--- config.mk ---
export PLATFORM = sky130hd
export DESIGN_NAME = cmos_frame_capture_flat
export DESIGN_NICKNAME = d
export VERILOG_FILES = /design/src/rtl/cam_pkg.sv /design/src/rtl/cmos_frame_capture_if.sv /design/src/rtl/cmos_byte_pairer.sv /design/src/rtl/cmos_frame_capture.sv /design/src/flat_wrapper.sv
export SDC_FILE = /design/constraint.sdc
export NUM_CORES = 1
export LEC_CHECK = 0
export CAP_MARGIN = 10
export CORE_MARGIN = 2
export CORE_UTILIZATION = 40
export DETAILED_ROUTE_END_ITERATION = 12
export GPL_TIMING_DRIVEN = 0
export PLACE_DENSITY_LB_ADDON = 0.08
export SYNTH_ARGS = -nofsm -noshare
export SYNTH_HDL_FRONTEND = slang
export SYNTH_SLANG_ARGS = --single-unit
--- constraint.sdc ---
create_clock -name pixel_clk_cmos_i -period 4.8 [get_ports pixel_clk_cmos_i]
set_input_delay 0.96 -clock pixel_clk_cmos_i [delete_from_list [all_inputs] [get_ports pixel_clk_cmos_i]]
set_output_delay 0.96 -clock pixel_clk_cmos_i [all_outputs]
set_load 0.02 [all_outputs]
--- src/rtl/cam_pkg.sv ---
`default_nettype none
// ==========================================================================
// cam_pkg : shared geometry, capture state encoding and RGB565->RGB444 packing
// Rev 1.0
// ==========================================================================
package cam_pkg;

   localparam int H_ACTIVE     = 320;
   localparam int V_ACTIVE     = 240;
   localparam int FRAME_PIXELS = H_ACTIVE * V_ACTIVE;
   localparam int PIXEL_WIDTH  = 12;

   typedef enum logic [1:0] {
      IDLE    = 2'd0,
      SYNC    = 2'd1,
      DISCARD = 2'd2,
      ACTIVE  = 2'd3
   } capture_state_t;

   // b0 = {R5, G6[5:3]}, b1 = {G6[2:0], B5}; keep the top 4 bits of each channel
   function automatic logic [PIXEL_WIDTH-1:0] rgb565_to_rgb444(input logic [7:0] b0,
                                                               input logic [7:0] b1);
      return {b0[7:4], b0[2:0], b1[7], b1[4:1]};
   endfunction

endpackage
`default_nettype wire

--- src/rtl/cmos_frame_capture_if.sv ---
`default_nettype none
// ==========================================================================
// cmos_frame_capture_if : sensor pins in, frame-buffer write port and status out
// Rev 1.0
// ==========================================================================
interface cmos_frame_capture_if
   import cam_pkg::*;
#(
   parameter int DATA_WIDTH = cam_pkg::PIXEL_WIDTH,
   parameter int ADDR_WIDTH = $clog2(cam_pkg::FRAME_PIXELS)
);

   logic                  vsync_cmos_i;
   logic                  href_cmos_i;
   logic [7:0]            pixel_data_cmos_i;
   logic                  capture_en_i;
   logic                  wr_en_o;
   logic [ADDR_WIDTH-1:0] wr_addr_o;
   logic [DATA_WIDTH-1:0] wr_data_o;
   logic                  frame_start_o;
   logic                  frame_done_o;
   logic                  line_error_o;
   logic [7:0]            frame_count_o;

   modport master (
      output vsync_cmos_i, href_cmos_i, pixel_data_cmos_i, capture_en_i,
      input  wr_en_o, wr_addr_o, wr_data_o, frame_start_o, frame_done_o,
             line_error_o, frame_count_o
   );

   modport slave (
      input  vsync_cmos_i, href_cmos_i, pixel_data_cmos_i, capture_en_i,
      output wr_en_o, wr_addr_o, wr_data_o, frame_start_o, frame_done_o,
             line_error_o, frame_count_o
   );

endinterface
`default_nettype wire

--- src/rtl/cmos_byte_pairer.sv ---
`default_nettype none
// ==========================================================================
// cmos_byte_pairer : alternates first/second byte while href is high and packs pixels
// Rev 1.0
// ==========================================================================
module cmos_byte_pairer
   import cam_pkg::*;
(
   input  logic                   pixel_clk_cmos_i,
   input  logic                   reset_i,
   input  logic                   href,
   input  logic                   href_prev,
   input  logic [7:0]             data,
   output logic                   pixel_valid,
   output logic [PIXEL_WIDTH-1:0] pixel,
   output logic                   odd_byte
);

   logic       r_second;
   logic [7:0] r_first;

   always_ff @(posedge pixel_clk_cmos_i or posedge reset_i) begin
      if (reset_i) begin
         r_second <= 1'b0;
         r_first  <= 8'd0;
      end else if (!href) begin
         r_second <= 1'b0;
      end else begin
         r_second <= ~r_second;
         if (!r_second) begin
            r_first <= data;
         end
      end
   end

   assign pixel_valid = href & r_second;
   assign pixel       = rgb565_to_rgb444(r_first, data);
   // A first byte still waiting for its partner when href drops means an odd count
   assign odd_byte    = ~href & href_prev & r_second;

endmodule
`default_nettype wire

--- src/rtl/cmos_frame_capture.sv ---
`default_nettype none
// ==========================================================================
// cmos_frame_capture : OV7670 capture front-end, frames sensor bytes into RGB444 writes
// Rev 1.0
// ==========================================================================
module cmos_frame_capture
   import cam_pkg::*;
#(
   parameter int H_ACTIVE    = cam_pkg::H_ACTIVE,
   parameter int V_ACTIVE    = cam_pkg::V_ACTIVE,
   parameter int DATA_WIDTH  = cam_pkg::PIXEL_WIDTH,
   parameter int ADDR_WIDTH  = $clog2(cam_pkg::FRAME_PIXELS),
   parameter int SKIP_FRAMES = 2
) (
   input logic                 pixel_clk_cmos_i,
   input logic                 reset_i,
   cmos_frame_capture_if.slave cam
);

   localparam logic [1:0] c_st_idle    = IDLE;
   localparam logic [1:0] c_st_sync    = SYNC;
   localparam logic [1:0] c_st_discard = DISCARD;
   localparam logic [1:0] c_st_active  = ACTIVE;

   localparam int XW = $clog2(H_ACTIVE + 2);
   localparam int YW = $clog2(V_ACTIVE + 1);
   localparam logic [XW-1:0]         c_x_full    = XW'(H_ACTIVE);
   localparam logic [XW-1:0]         c_x_sat     = XW'(H_ACTIVE + 1);
   localparam logic [XW-1:0]         c_x_one     = XW'(1);
   localparam logic [YW-1:0]         c_y_full    = YW'(V_ACTIVE);
   localparam logic [YW-1:0]         c_y_one     = YW'(1);
   localparam logic [ADDR_WIDTH-1:0] c_line_step = ADDR_WIDTH'(H_ACTIVE);
   localparam logic [ADDR_WIDTH-1:0] c_addr_one  = ADDR_WIDTH'(1);
   localparam logic [7:0]            c_skip_init = 8'(SKIP_FRAMES);

   logic                   r_vsync, r_vsync_d, r_href, r_href_d;
   logic [7:0]             r_data;
   logic [1:0]             r_state;
   logic [7:0]             r_skip;
   logic [XW-1:0]          r_x;
   logic [YW-1:0]          r_y;
   logic [ADDR_WIDTH-1:0]  r_line_base, r_addr;
   logic                   r_wr_en, r_frame_start, r_frame_done, r_line_error;
   logic [ADDR_WIDTH-1:0]  r_wr_addr;
   logic [DATA_WIDTH-1:0]  r_wr_data;
   logic [7:0]             r_frame_count;

   logic                   w_pixel_valid, w_odd_byte;
   logic [PIXEL_WIDTH-1:0] w_pixel;
   logic                   w_vsync_rise, w_vsync_fall, w_href_fall, w_abort, w_line_end;
   logic                   w_line_live, w_in_line;

   always_ff @(posedge pixel_clk_cmos_i or posedge reset_i) begin
      if (reset_i) begin
         r_vsync   <= 1'b0;
         r_vsync_d <= 1'b0;
         r_href    <= 1'b0;
         r_href_d  <= 1'b0;
         r_data    <= 8'd0;
      end else begin
         r_vsync   <= cam.vsync_cmos_i;
         r_vsync_d <= r_vsync;
         r_href    <= cam.href_cmos_i;
         r_href_d  <= r_href;
         r_data    <= cam.pixel_data_cmos_i;
      end
   end

   cmos_byte_pairer u_pairer (
      .pixel_clk_cmos_i (pixel_clk_cmos_i),
      .reset_i          (reset_i),
      .href             (r_href),
      .href_prev        (r_href_d),
      .data             (r_data),
      .pixel_valid      (w_pixel_valid),
      .pixel            (w_pixel),
      .odd_byte         (w_odd_byte)
   );

   assign w_vsync_rise = r_vsync & ~r_vsync_d;
   assign w_vsync_fall = ~r_vsync & r_vsync_d;
   assign w_href_fall  = ~r_href & r_href_d;
   assign w_abort      = w_vsync_rise & r_href;
   assign w_line_end   = w_href_fall | w_abort;
   assign w_line_live  = (r_y < c_y_full);
   assign w_in_line    = (r_x < c_x_full);

   always_ff @(posedge pixel_clk_cmos_i or posedge reset_i) begin
      if (reset_i) begin
         r_state       <= c_st_idle;
         r_skip        <= c_skip_init;
         r_x           <= '0;
         r_y           <= '0;
         r_line_base   <= '0;
         r_addr        <= '0;
         r_wr_en       <= 1'b0;
         r_wr_addr     <= '0;
         r_wr_data     <= '0;
         r_frame_start <= 1'b0;
         r_frame_done  <= 1'b0;
         r_line_error  <= 1'b0;
         r_frame_count <= 8'd0;
      end else begin
         r_wr_en       <= 1'b0;
         r_frame_start <= 1'b0;
         r_frame_done  <= 1'b0;
         r_line_error  <= 1'b0;
         case (r_state)
            c_st_idle: begin
               if (r_vsync) begin
                  r_state <= c_st_sync;
               end
            end
            c_st_sync: begin
               if (w_vsync_fall) begin
                  if ((r_skip == 8'd0) && cam.capture_en_i) begin
                     r_state       <= c_st_active;
                     r_frame_start <= 1'b1;
                     r_line_base   <= '0;
                     r_addr        <= '0;
                     r_x           <= '0;
                     r_y           <= '0;
                  end else begin
                     r_state <= c_st_discard;
                     if (r_skip != 8'd0) begin
                        r_skip <= r_skip - 8'd1;
                     end
                  end
               end
            end
            c_st_discard: begin
               if (w_vsync_rise) begin
                  r_state <= c_st_sync;
               end
            end
            c_st_active: begin
               // A pixel completing in the abort cycle belongs to a dropped line
               if (w_pixel_valid && !w_vsync_rise) begin
                  if (w_line_live && w_in_line) begin
                     r_wr_en   <= 1'b1;
                     r_wr_addr <= r_addr;
                     r_wr_data <= DATA_WIDTH'(w_pixel);
                     r_addr    <= r_addr + c_addr_one;
                  end
                  if (r_x != c_x_sat) begin
                     r_x <= r_x + c_x_one;
                  end
               end
               if (w_line_end) begin
                  r_x <= '0;
                  if (w_line_live) begin
                     if (w_abort || w_odd_byte || (r_x != c_x_full)) begin
                        r_line_error <= 1'b1;
                     end
                     r_line_base <= r_line_base + c_line_step;
                     r_addr      <= r_line_base + c_line_step;
                     r_y         <= r_y + c_y_one;
                  end
               end
               if (w_vsync_rise) begin
                  r_frame_done  <= 1'b1;
                  r_frame_count <= r_frame_count + 8'd1;
                  r_state       <= c_st_sync;
               end
            end
            default: r_state <= c_st_idle;
         endcase
      end
   end

   assign cam.wr_en_o       = r_wr_en;
   assign cam.wr_addr_o     = r_wr_addr;
   assign cam.wr_data_o     = r_wr_data;
   assign cam.frame_start_o = r_frame_start;
   assign cam.frame_done_o  = r_frame_done;
   assign cam.line_error_o  = r_line_error;
   assign cam.frame_count_o = r_frame_count;

endmodule
`default_nettype wire

--- src/flat_wrapper.sv ---
// flat-port wrapper written by rule: the top's interface ports become plain ports
module cmos_frame_capture_flat import cam_pkg::*;
#(
   parameter int H_ACTIVE    = cam_pkg::H_ACTIVE,
   parameter int V_ACTIVE    = cam_pkg::V_ACTIVE,
   parameter int DATA_WIDTH  = cam_pkg::PIXEL_WIDTH,
   parameter int ADDR_WIDTH  = $clog2(cam_pkg::FRAME_PIXELS),
   parameter int SKIP_FRAMES = 2
)
  (pixel_clk_cmos_i, reset_i, cam_vsync_cmos_i, cam_href_cmos_i, cam_pixel_data_cmos_i, cam_capture_en_i, cam_wr_en_o, cam_wr_addr_o, cam_wr_data_o, cam_frame_start_o, cam_frame_done_o, cam_line_error_o, cam_frame_count_o);
  cmos_frame_capture_if #(.DATA_WIDTH(DATA_WIDTH), .ADDR_WIDTH(ADDR_WIDTH)) cam_i ();
  input logic pixel_clk_cmos_i;
  input logic reset_i;
  input wire logic [$bits(cam_i.vsync_cmos_i)-1:0] cam_vsync_cmos_i;
  input wire logic [$bits(cam_i.href_cmos_i)-1:0] cam_href_cmos_i;
  input wire logic [$bits(cam_i.pixel_data_cmos_i)-1:0] cam_pixel_data_cmos_i;
  input wire logic [$bits(cam_i.capture_en_i)-1:0] cam_capture_en_i;
  output wire logic [$bits(cam_i.wr_en_o)-1:0] cam_wr_en_o;
  output wire logic [$bits(cam_i.wr_addr_o)-1:0] cam_wr_addr_o;
  output wire logic [$bits(cam_i.wr_data_o)-1:0] cam_wr_data_o;
  output wire logic [$bits(cam_i.frame_start_o)-1:0] cam_frame_start_o;
  output wire logic [$bits(cam_i.frame_done_o)-1:0] cam_frame_done_o;
  output wire logic [$bits(cam_i.line_error_o)-1:0] cam_line_error_o;
  output wire logic [$bits(cam_i.frame_count_o)-1:0] cam_frame_count_o;
  assign cam_i.vsync_cmos_i = cam_vsync_cmos_i;
  assign cam_i.href_cmos_i = cam_href_cmos_i;
  assign cam_i.pixel_data_cmos_i = cam_pixel_data_cmos_i;
  assign cam_i.capture_en_i = cam_capture_en_i;
  assign cam_wr_en_o = cam_i.wr_en_o;
  assign cam_wr_addr_o = cam_i.wr_addr_o;
  assign cam_wr_data_o = cam_i.wr_data_o;
  assign cam_frame_start_o = cam_i.frame_start_o;
  assign cam_frame_done_o = cam_i.frame_done_o;
  assign cam_line_error_o = cam_i.line_error_o;
  assign cam_frame_count_o = cam_i.frame_count_o;
  cmos_frame_capture #(.H_ACTIVE(H_ACTIVE), .V_ACTIVE(V_ACTIVE), .DATA_WIDTH(DATA_WIDTH), .ADDR_WIDTH(ADDR_WIDTH), .SKIP_FRAMES(SKIP_FRAMES)) u_core (.pixel_clk_cmos_i(pixel_clk_cmos_i), .reset_i(reset_i), .cam(cam_i));
endmodule
* Word level (Yosys, flattened, before mapping)
Cells that the tools add are included.
Word-level totals: input port bits 13, logic and storage cells 111, register bits after elaboration 123, output and inout bits 41
Operators by class: bitwise gates (word level) 12, reduce and logical (&&, ||, !) cells 19, muxes and demuxes 39, add/subtract/negate cells 6, magnitude comparators 2, equal/unequal tests 13
Operator list (count):
- 17-bit two-way mux | 8
- 17-bit case mux with 2 select lines | 2
- 9-bit two-way mux | 5
- 8-bit two-way mux | 4
- 9-bit inequality test, second input constant | 2
- 9-bit case mux with 2 select lines | 1
- 17-bit by 1-bit adder with 17-bit output, second input constant | 1
- 17-bit by 9-bit adder with 17-bit output, second input constant | 1
- 8-bit by 1-bit adder with 8-bit output, second input constant | 2
- 8-bit case mux with 2 select lines | 1
- 1-bit two-way mux | 14
- 2-bit by 1-bit inequality test with 1-bit output, second input constant | 6
- 5-bit AND reduction | 2
- 9-bit by 1-bit adder with 9-bit output, second input constant | 1
- 9-bit less-than comparator, second input constant | 1
- 3-bit AND reduction | 3
- 8-bit logical NOT | 1
- 8-bit less-than comparator, second input constant | 1
- 8-bit nonzero test | 1
- 8-bit by 1-bit subtractor with 8-bit output, second input constant | 1
- 1-bit AND | 6
- 2-bit two-way mux | 3
- 3-bit by 1-bit inequality test with 1-bit output, second input constant | 2
- 2-bit case mux with 3 select lines | 1
- 12 further kinds | 21

* Depth between registers and ports, before layout
word-level depth 9, gate-level depth with buffers 8, gate-level depth less buffers 7

* Cells and area by module
From an unflattened synthesis, not the netlist that was laid out.
Second synthesis, totals: cells, all modules 483, area, all modules 5373.9 um^2
By module, submodules not included:
- cmos_frame_capture | area an instance 4987.3 um^2, cells an instance 457, instances 1
- cmos_byte_pairer | area an instance 386.6 um^2, cells an instance 26, instances 1

* Least setup slack after synthesis
OpenSTA, ideal clock, no wires.
path type input to register, start in cam_capture_en_i, end reg u_core.r_addr[10], path buffers 1, library setup time 0.126 ns, slack 2.404 ns, stages 4, data required time 4.674 ns, data arrival time 2.270 ns, cell sequence or4bb_1 -> o31a_1 -> buf_6 -> a221o_1
On the way: word-level cells in the longest chain between the ends 3
RTL lines:
- start: declaration | line flat_wrapper.sv:17 | input wire logic [$bits(cam_i.capture_en_i)-1:0] cam_capture_en_i;
- 1-bit logical AND | line cmos_frame_capture.sv:116 | if ((r_skip == 8'd0) && cam.capture_en_i) begin
- 2-bit by 1-bit inequality test with 1-bit output (no line)
- 3-bit AND reduction (no line)
- end signal: assignment | line cmos_frame_capture.sv:143 | r_addr <= r_addr + c_addr_one;
- end signal: assignment | line cmos_frame_capture.sv:156 | r_addr <= r_line_base + c_line_step;
- end: declaration | line cmos_frame_capture.sv:42 | logic [ADDR_WIDTH-1:0] r_line_base, r_addr;
No other way between the ends. A chain may end at the register's enable or synchronous reset.

* Worst setup path after layout
start in cam_capture_en_i, end reg u_core.r_line_base[9]
On the way: word-level cells in the longest chain between the ends 3
RTL lines:
- 1-bit logical AND | line cmos_frame_capture.sv:116
- 2-bit by 1-bit inequality test with 1-bit output (no line)
- 5-bit AND reduction (no line)
- end signal: assignment | line cmos_frame_capture.sv:155 | r_line_base <= r_line_base + c_line_step;
- end: declaration | line cmos_frame_capture.sv:42
No other way between the ends.

==> metrics.cfg <==
[status]
status = complete, no violations

[placed_design]
hpwl_um = 7950
gp_congestion = 0.786
portBuffers = 53

[timing]
fmax_mhz = 387
setup-violations-final = 0
rsz0062_at_grt = false
layout_min_cycle_time_ps = 2590
clock_skew_ps = 6.37
slew_violations = 0
finalHoldViolCount = 0
worst_pin_slew_ps = 592
slew_headroom = 0.606
fin_crit_sh = 0.539

[global_routing]
grt_pass1_wl_um = 19800
use_met3 = 0.0498
grt.busiest_layer = met2
track_usage = 0.177
grt_start_max_net_pins = 85
grt_use_met2 = 0.278
antenna_found_initial = 0
grt_pass1_vias = 3929
grt_use_met1 = 0.232
overflow = 0

[worst_setup_path]
startpoint_type = input port
cp_slowest_cell = or4bb_1
worstSetupPathType = in2reg
crit_fanout = 10
cp-end-kind = flip-flop
r2r-start = u_core.r_skip[0]$_DFFE_PP0P_
cp_cell_sequence = clkdlybuf4s50_1 > or4bb_1 > nor3_4 > nor2_2 > buf_6 > o21ai_1 > o31ai_1
max_stage_delay_ps = 550
rr_worst_depth = 8
worstPathRequired_ps = 5070
reg2reg_setup_slack_ps = 2480
r2r_end = u_core.r_line_base[9]$_DFFE_PP0P_
cp.arrival_ps = 2860

[power_and_ir_drop]
p_per_area_nw_per_um2 = 516
ir_drop_mv = 0.301
p_leak_uw = 0.00300
totalPowerFinal_uw = 3470

[clock_tree]
clock-root-buffer = clkbuf_16
cts_setup_buffers = 0
clkSlewWorstSetupHoldPaths_ps = 50
cts_sinks = 116
cts_resized = 0
numCtsBuffers = 17
clock_latency_ps = 410
tritoncts = done
cts.htree.levels = 4
cts_max_path_buffers = 2
holdBufCountCts = 0

[synthesis]
ys_ff_latch = 116
syn_nets = 512
synth.distinct_cells = 62
netlist_instances = 490
async_flop_share = 1.00
syn-cell-area_um2 = 5320
yosys_warnings = 0
synth.largest_area_cell = dfrtp_1
synth_edf_count = 0
yosysSeqAreaShare = 0.545
ys_top_cells_by_area = dfrtp_1 (54%), mux2_2 (6.3%), nand2_1 (4.2%)
post-synth-top-area-fraction = 0.541
syn_avg_cell_area_um2 = 10.9
synth-main-ff-cell = dfrtp_1

[floorplan]
die_area_um2 = 14200
rows = 42
initial_utilization = 0.405
die_x_um = 119
core_um2 = 13100
dieHeight_um = 119
ios = 54

[routing]
first_pass_iters = 4
vias_per_cell = 5.21
drt_iter0_drc = 214
ant_nets = 0
drt_wl_total_um = 11600
drc = 0
wire_per_inst_um = 15.5
vias = 3909

[hold_path]
holdCritStartpoint = u_core.r_data[6]$_DFF_PP0_
min_path_cells = 2
min_to = u_core.u_pairer.r_first[6]$_DFFE_PP0P_
hp-class = reg2reg

[flow_run]
cap_violations = 0

[finish]
seq_area_um2 = 2900
fill_cells = 1214
final_util = 0.512
fin_nets = 585
diodes = 0
syn_to_final_growth_pct = 26.3
multi_input_area_um2 = 2240
drive_gt1_frac = 0.138

## where the power goes
group | switching, uW | total, uW | internal, uW
Clock | 431 | 1320 | 888
Sequential | 184 | 1360 | 1180
Combinational | 402 | 785 | 383
Total | 1020 | 3470 | 2450
## flip-flops by register name (all words and copies together), names as in the netlist, 9 cells and up
signal                count
u_core.r_line_base       11
u_core.r_addr            17
u_core.r_x                9
u_core.cam.wr_data_o     12
u_core.cam.wr_addr_o     17
## layout make-up
class                           count  share of cell area
Inverter                           16             0.00968
Sequential cell                   116               0.432
Timing Repair Buffer               54              0.0830
Clock inverter                      9              0.0229
Buffer                             22              0.0179
Clock buffer                       21              0.0685
Tap cell                          176              0.0328
Multi-Input combinational cell    336               0.333
## logic make-up (layout without fill, tap and decap cells)
group	after synthesis	after routing	synth area share
xor+xnor	30	30	0.0494
simple gates	173	173	0.169
buf+inv	38	122	0.0338
compound gates	91	91	0.112
mux	33	33	0.0691
flops	116	116	0.545
fa+ha+maj	9	9	0.0212
## synthesized netlist by cell type (2+ instances only)
cell type,count
mux2i_1,3
clkbuf_1,11
buf_6,4
and4_1,5
or3_1,6
and2_1,11
dfrtp_1,115
a21oi_2,2
nand3_1,11
nand2b_1,3
a21oi_1,21
a31oi_1,7
ha_1,9
a211o_1,2
xnor2_1,13
o31a_1,3
nand4_1,22
nand2_1,59
and3_1,7
o21ai_1,8
nor2b_1,2
o31ai_1,2
inv_1,15
a221o_1,2
buf_2,6
nor3_1,8
nor4_1,4
xor2_1,17
a21o_1,5
o211ai_1,3
mux2_2,30
o21ai_0,19
a41oi_1,3
nor2_1,22
o22ai_1,3
## placed cells by master (no fill, tap or decap), drive strengths merged, types with 3 or more instances in the layout
cell	netlist	routed
a41oi	3	3
bufinv	0	4
nor4	4	4
and2	12	12
xnor2	13	13
xor2	17	17
dfrtp	115	115
a21o	5	5
clkbuf	11	32
clkinv	1	4
and4	5	5
nor3	9	9
nand2b	3	3
a31oi	7	7
o21ai	27	27
mux2	30	30
nand2	59	59
ha	9	9
mux2i	3	3
nor2	24	24
clkdlybuf4s50	0	53
o31ai	3	3
nand4	22	22
o31a	3	3
buf	11	12
inv	15	15
o211ai	3	3
a21oi	23	23
and3	7	7
or3	6	6
o22ai	3	3
nand3	11	11
## per-layer routing
metal	part of all wire	wire, um
met5	0	0
met4	0.016	183
met3	0.039	459
met2	0.47	5520
met1	0.47	5480
## per-stage QoR
step | std cells | setup TNS [ps] | setup slack [ps] | instance area (um^2) | hold WS (ps)
CTS | 750 | 0 | 2230 | 6720 | 440
floorplan | 490 | 0 | 769 | 5320 | 402
global route | 750 | 0 | 2100 | 6720 | 478
finish | 750 | 0 | 2210 | 6720 | 441
global placement | 719 | -116330 | -1020 | 6070 | 424
detailed placement | 720 | 0 | 1790 | 6110 | 427
## worst max-delay path, delay by kind of cell
| kind | cells | cell delay, ps |
|---|---|---|
| and+or+nand+nor | 3 | 1070 |
| AOI/OAI and AO/OA | 2 | 190 |
| buffers and inverters | 2 | 620 |
## how the worst max path moves through the flow
stage	from	endpoint	slack, ps	cells after the start
2_1_floorplan	reset_i	u_core.cam.frame_count_o[0]$_DFFE_PP0P_	770	1
3_3_place_gp	reset_i	u_core.cam.line_error_o$_DFF_PP0_	-1020	2
3_5_place_dp	cam_capture_en_i	u_core.r_line_base[9]$_DFFE_PP0P_	1790	7
4_1_cts	cam_capture_en_i	u_core.r_line_base[9]$_DFFE_PP0P_	2230	7
5_1_grt	cam_capture_en_i	u_core.r_line_base[9]$_DFFE_PP0P_	2100	7
6_report	cam_capture_en_i	u_core.r_line_base[9]$_DFFE_PP0P_	2210	7
Note: power is estimated with default switching activity, not from simulation.
